<file path="config.mk">
export PLATFORM = sky130hd
export DESIGN_NAME = way_hit_encoder
export DESIGN_NICKNAME = d
export VERILOG_FILES = /design/src/rtl/way_hit_encoder.sv
export SDC_FILE = /design/constraint.sdc
export NUM_CORES = 1
export LEC_CHECK = 0
export CELL_PAD_IN_SITES_DETAIL_PLACEMENT = 0
export CELL_PAD_IN_SITES_GLOBAL_PLACEMENT = 1
export CORE_MARGIN = 4
export CORE_UTILIZATION = 41
export DETAILED_ROUTE_END_ITERATION = 6
export PLACE_DENSITY_LB_ADDON = 0.1
export SLEW_MARGIN = 20
export SYNTH_ARGS = -nofsm -noshare
export SYNTH_HDL_FRONTEND = slang
export SYNTH_SLANG_ARGS = --single-unit
</file>
<file path="constraint.sdc">
create_clock -name clk -period 3 [get_ports clk]
set_input_delay 0.3 -clock clk [delete_from_list [all_inputs] [get_ports clk]]
set_output_delay 0.3 -clock clk [all_outputs]
set_load 0.01 [all_outputs]
</file>
<file path="src/rtl/way_hit_encoder.sv">
// rtl/way_hit_encoder.sv - one-hot to binary way encoder with 2-entry result queue
// Tracks a sticky multi-hit flag and saturating hit/miss counters for debug.
module way_hit_encoder #(
  parameter int WAYS  = 8,
  parameter int IDX_W = 3,
  parameter int CNT_W = 16
) (
  input  logic             clk,
  input  logic             rst,
  input  logic             in_valid,
  output logic             in_ready,
  input  logic [WAYS-1:0]  hit_vec,
  output logic             out_valid,
  input  logic             out_ready,
  output logic [IDX_W-1:0] out_way,
  output logic             out_hit,
  output logic             out_multi,
  output logic             err_multi,
  input  logic             err_clr,
  output logic [CNT_W-1:0] hit_cnt,
  output logic [CNT_W-1:0] miss_cnt
);

  typedef enum logic [1:0] {EMPTY = 2'd0, ONE = 2'd1, FULL = 2'd2} state_t;

  state_t state, state_n;

  logic             wptr, rptr;
  logic [IDX_W-1:0] q_way   [2];
  logic             q_hit   [2];
  logic             q_multi [2];

  logic [IDX_W-1:0] enc_way;
  logic             enc_hit;
  logic             enc_multi;
  logic             push, pop;

  // Scanning from the top down leaves the lowest set bit as the winner.
  always_comb begin
    enc_way = '0;
    for (int i = WAYS - 1; i >= 0; i--) begin
      if (hit_vec[i]) enc_way = IDX_W'(i);
    end
    enc_hit   = |hit_vec;
    enc_multi = |(hit_vec & (hit_vec - WAYS'(1)));
  end

  assign in_ready  = (state != FULL);
  assign out_valid = (state != EMPTY);
  assign push      = in_valid && in_ready;
  assign pop       = out_valid && out_ready;

  assign out_way   = out_valid ? q_way[rptr]   : '0;
  assign out_hit   = out_valid ? q_hit[rptr]   : 1'b0;
  assign out_multi = out_valid ? q_multi[rptr] : 1'b0;

  always_comb begin
    state_n = state;
    case (state)
      EMPTY: if (push) state_n = ONE;
      ONE: begin
        if (push && !pop)      state_n = FULL;
        else if (pop && !push) state_n = EMPTY;
      end
      FULL:    if (pop) state_n = ONE;
      default: state_n = EMPTY;
    endcase
  end

  always_ff @(posedge clk or posedge rst) begin
    if (rst) begin
      state <= EMPTY;
      wptr  <= 1'b0;
      rptr  <= 1'b0;
      for (int i = 0; i < 2; i++) begin
        q_way[i]   <= '0;
        q_hit[i]   <= 1'b0;
        q_multi[i] <= 1'b0;
      end
    end else begin
      state <= state_n;
      if (push) begin
        q_way[wptr]   <= enc_way;
        q_hit[wptr]   <= enc_hit;
        q_multi[wptr] <= enc_multi;
        wptr          <= ~wptr;
      end
      if (pop) rptr <= ~rptr;
    end
  end

  // Set wins over clear when a multi-hit lands in the same cycle as err_clr.
  always_ff @(posedge clk or posedge rst) begin
    if (rst) begin
      err_multi <= 1'b0;
      hit_cnt   <= '0;
      miss_cnt  <= '0;
    end else begin
      if (push && enc_multi) err_multi <= 1'b1;
      else if (err_clr)      err_multi <= 1'b0;
      if (push && enc_hit && (hit_cnt != {CNT_W{1'b1}}))
        hit_cnt <= hit_cnt + CNT_W'(1);
      if (push && !enc_hit && (miss_cnt != {CNT_W{1'b1}}))
        miss_cnt <= miss_cnt + CNT_W'(1);
    end
  end

endmodule

</file>
Word level (Yosys, flattened, before mapping)
Cells that the tools add are included.
{ "word_totals": {"output_inout_bits": 40, "reg_bits": 47, "elab_cells": 84, "input_bits": 13} }
{ "op_classes": {"n_addsub": 3, "n_eq_ne": 8, "n_reduce_logical": 19, "muxes": 34, "order_cmp": 3, "n_bitwise": 5} }
{ "ops": {"columns": ["op", "n"], "rows": [
  ["$mux W3", 13],
  ["$add A16 B1 Y16 const B", 2],
  ["$ne A16 B16 Y1 const B", 2],
  ["$reduce_or A8 Y1", 2],
  ["$mux W1", 11],
  ["$logic_and A1 B1 Y1", 10],
  ["$and A8 B8 Y8", 1],
  ["$mux W2", 4],
  ["$sub A8 B1 Y8 const B", 1],
  ["$bwmux W6", 1],
  ["$ne A2 B2 Y1 const B", 3],
  ["$pmux W2 S3", 1],
  ["$bwmux W2", 2],
  ["$ge A2 B2 Y1 const B", 2],
  ["$not A1 Y2", 2],
  ["$reduce_bool A2 Y1", 2],
  ["$demux W3 S1", 1],
  ["$logic_not A1 Y1", 3],
  ["$ne A3 B3 Y1 const B", 1],
  ["$reduce_and A3 Y1", 1],
  ["$eq A2 B1 Y1 const B", 1],
  ["$eq A2 B2 Y1 const B", 1],
  ["$logic_not A2 Y1", 1],
  ["$lt A2 B1 Y1 const B", 1],
  ["2 further kinds", 3]
]} }

Longest topological paths before layout
{ "depth": {"word_depth": 9, "mapped_depth": 7, "ltp_nobuf": 6} }

Worst setup path before layout
OpenSTA, ideal clock, no wires.
{ "synth_timing": {"path_kind": "input -> register", "start": "in hit_vec[0]", "end": "reg miss_cnt[1]", "arrival_time_ns": 1.832, "setup_slack_ns": 1.043, "path_buffers": 1, "stages": 5, "setup_time_ns": 0.125, "required_ns": 2.875, "cell_sequence": "or4_4 > buf_6 > nand4b_4 > a21oi_1 > mux2_2"} }
{ "synth_between": {"elab_chain_cells": 4} }
{ "synth_rtl": {"columns": ["element", "line_no", "source"], "rows": [
  ["from (decl)", "12", "input logic [WAYS-1:0] hit_vec,"],
  ["$reduce_or A8 Y1", "44", "enc_hit = |hit_vec;"],
  ["$logic_not A1 Y1", "103", "if (push && !enc_hit && (miss_cnt != {CNT_W{1'b1}}))"],
  ["$logic_and A1 B1 Y1 (2 in series)", "103", null],
  ["to (signal assigned)", "104", "miss_cnt <= miss_cnt + CNT_W'(1);"],
  ["to (decl)", "21", "output logic [CNT_W-1:0] miss_cnt"]
]} }
Every way passes these cells.
A chain may end at the register's enable or synchronous reset.

Worst setup path after layout
Ends and elaborated chain as after synthesis.

==> results by group <==
Drt
  – WL final: ~5000 microns
  – Drt pass-1 iters: 4
  – DRC viols: 0
  – Vias: between 1500 and 2000
  – WL/cell: 13.76 microns
  – Vias per cell: ~5.1
  – Starting DRT DRC Count: 73
  – Antenna Violating Nets Remaining: 0

Clock tree
  – CTS sink cnt: 47
  – CTS Buf Count: 5
  – Reg clk slew, reported paths: about 80 ps
  – CTS tree: built
  – Postcts setup bufs: 0
  – Worst skew pair latency: around 300 ps
  – Maximum level of the CTS H-tree: 2
  – CTS Root Cell: clkbuf_8
  – Post-CTS Hold Buffers: 0
  – CTS max path bufs: 2
  – Post-cts sizing count: 0

Floorplan
  – CORE AREA: 0.005540 sq mm
  – Row cnt: 27
  – Die ar.: roughly 0.007 sq mm
  – Initial core utilization: ~43%
  – Die width: around 84 microns
  – Io pins: 53
  – Die height: between 80 and 90 microns

GRT
  – First-pass GRT wire length: 8880 microns
  – Number of global-route vias before repair: 1838
  – Grt total ovfl: 0
  – Initial antenna violation count: 0
  – GRT Util Overall: about 15%
  – Largest net degree at the start of global routing: 48

Final layout
  – Final nets: 304
  – Antenna cells: 0
  – Final core utilization: a little over half
  – Layout area overhead: 29.06%
  – Share of cells above drive strength 1: 8.304%
  – Fill count: 529
  – Finished Layout Cells: 361

Yosys
  – Biggest area consumer among synthesized cells: dfrtp_1
  – Avg Inst Size Synth: roughly 10 sq um
  – Number of synthesized flops with an enable pin: 0
  – Yosys reg bits: 47
  – Top post-synthesis cells by area: dfrtp_1 (50%), xnor2_1 (8.2%), nand2_1 (5.1%)
  – Top_reg_cell synth: dfrtp_1
  – Synth Instances: 235
  – Synthesized area: 0.002360 sq mm
  – Syn. warnings: 0
  – Top-area cell type share of the netlist area: between 40% and 50%
  – Synth unique cells: 40
  – Synth cell count leaders: dfrtp_1 (47), nand2_1 (32), xnor2_1 (22), nor2_1 (17), inv_1 (12)
  – Top-count cell post-synth: dfrtp_1
  – Post-Syn Nets: 250
  – Register area share after synthesis: 49.84%
  – Ys async rst share: 100.0%

Job
  – Max-cap violations: 0

Timing
  – Endpoints failing setup: 0
  – Slew Viols, Final: 0
  – Skew final: 6.643 ps
  – Measured slew at the worst slew-check pin: 808.3 ps
  – Hold Vio Cnt, Final: 0
  – RSZ-0062 raised after global routing: no
  – Fin crit share: about three quarters
  – Achievable frequency: 441.9 MHz
  – Minimum clock period: 2263 ps
  – Slew HR: between 40% and 50%
  – Setup tns final: 0 ps

Power
  – Cell Pwr Density: approximately 540 mW/mm^2
  – Lkg Pwr: roughly 0.0013 uW
  – Worst VDD drop: 0.3668 mV

Critical path
  – Critical Path Start Type: input pin
  – Crit Path Max Fanout: 8
  – Worst Reg2Reg Path Length in Cells: 4
  – Critical Path RT: 3200 ps
  – CP endpoint kind: register
  – Crit path arrival time: roughly 2500 ps
  – Worst stage delay on the critical path: approximately 650 ps
  – R2R Path End: hit_cnt[1]
  – Reg2reg start: hit_cnt[0]
  – CP Cell Sequence: clkdlybuf4s50_1 > or4_4 > nand4b_4 > a21oi_1 > mux2_2
  – CP max-delay cell: or4_4
  – WS Path Type: input pin to register
  – FF-to-FF setup slack: ~900 ps

Place
  – Port Buffer Count: between 50 and 60
  – Routability cong.: 0.7315
  – Inst Count DP: roughly 350
  – DP Wirelength: about 3600 microns

Hold path
  – Worst hold-check path type: input pin to asynchronous set/reset pin

Outcome
  – Status: finished, final reports clean
layout by cell type, fill, tap and decap left out, types with 3 or more instances in the layout:
cell type / Yosys / layout
nand4_1: 8 / 8
nor2_2: 3 / 3
o21ai_0: 6 / 6
nor2_1: 17 / 17
xor2_1: 4 / 4
xnor2_1: 22 / 22
nand2b_1: 3 / 3
a21oi_1: 6 / 6
o31ai_1: 5 / 5
inv_1: 12 / 11
nand2_1: 32 / 32
nand3_1: 9 / 9
mux2i_1: 9 / 9
nor3_1: 6 / 6
clkdlybuf4s50_1: 0 / 52
clkbuf_8: 0 / 6
dfrtp_1: 47 / 47
nor4_1: 5 / 5
or3_1: 3 / 3
and3_1: 4 / 4
layer usage:
metal	vias to the layer above	global-route usage [%]	part of all wire, %
met5	-	0	0
met4	0	4.825	1.4
met3	8	3.850	3.9
met2	34	24.58	46
met1	883	20.52	49
li1	924	-	-
power by group:
group	total, uW	internal (uW)	switching (uW)
Sequential	841	732	108
Clock	387	181	206
Combinational	430	246	184
Total	1660	1160	499
worst max-delay path: cells and delay by family:
| kind | cells | cell delay [ps] |
|---|---|---|
| buffers and inverters | 1 | 470 |
| AO/OA/AOI/OAI | 1 | 410 |
| AND/OR/NAND/NOR | 2 | 890 |
| multiplexers | 1 | 390 |
registers in the layout, summed over array words and instances (netlist names):
name / flops
hit_cnt: 16
state: 2
q_hit: 2
wptr: 1
q_way: 6
q_multi: 2
err_multi: 1
rptr: 1
miss_cnt: 16
worst max-delay path by stage:
stage	start	to	depth (start not counted)
floorplan	hit_vec[0]	miss_cnt[1]	5
global placement	hit_vec[0]	hit_cnt[1]	5
detailed placement	hit_vec[0]	miss_cnt[1]	5
CTS	hit_vec[0]	miss_cnt[1]	5
global route	hit_vec[0]	miss_cnt[1]	5
finish	hit_vec[0]	miss_cnt[1]	5
logic make-up (layout without fill, tap and decap cells):
| family | Yosys count | after routing | synth area share [%] |
|---|---|---|---|
| mux | 11 | 11 | 4.772 |
| compound gates | 27 | 27 | 7.530 |
| buf+inv | 19 | 73 | 3.393 |
| flops | 47 | 47 | 49.84 |
| fa+ha+maj | 3 | 3 | 1.484 |
| simple gates | 102 | 102 | 23.33 |
| xor+xnor | 26 | 26 | 9.650 |
metrics by stage:
step | power, uW | setup slack, ps | hold WS [ps] | area [sq um]
CTS | 1682 | 734.9 | 484.0 | 3044
detailed placement | 1288 | 404.2 | 466.0 | 2957
global placement | 1283 | 346.4 | 461.4 | 2950
global route | 1774 | 654.8 | 505.8 | 3045
finish | 1658 | 737.2 | 440.0 | 3045
floorplan | 1071 | 1043 | 363.1 | 2360
area by class of cell:
cell class | instances | area [sq um] | share of cell area, %
Multi-Input combinational cell | 169 | 1110 | 36.44
Timing Repair Buffer | 54 | 535.5 | 17.58
Sequential cell | 47 | 1176 | 38.62
Inverter | 12 | 46.29 | 1.520
Clock inverter | 1 | 5.005 | 0.1643
Clock buffer | 6 | 82.58 | 2.712
Tap cell | 72 | 90.09 | 2.958
No activity file was read; power rests on OpenSTA's default activity.
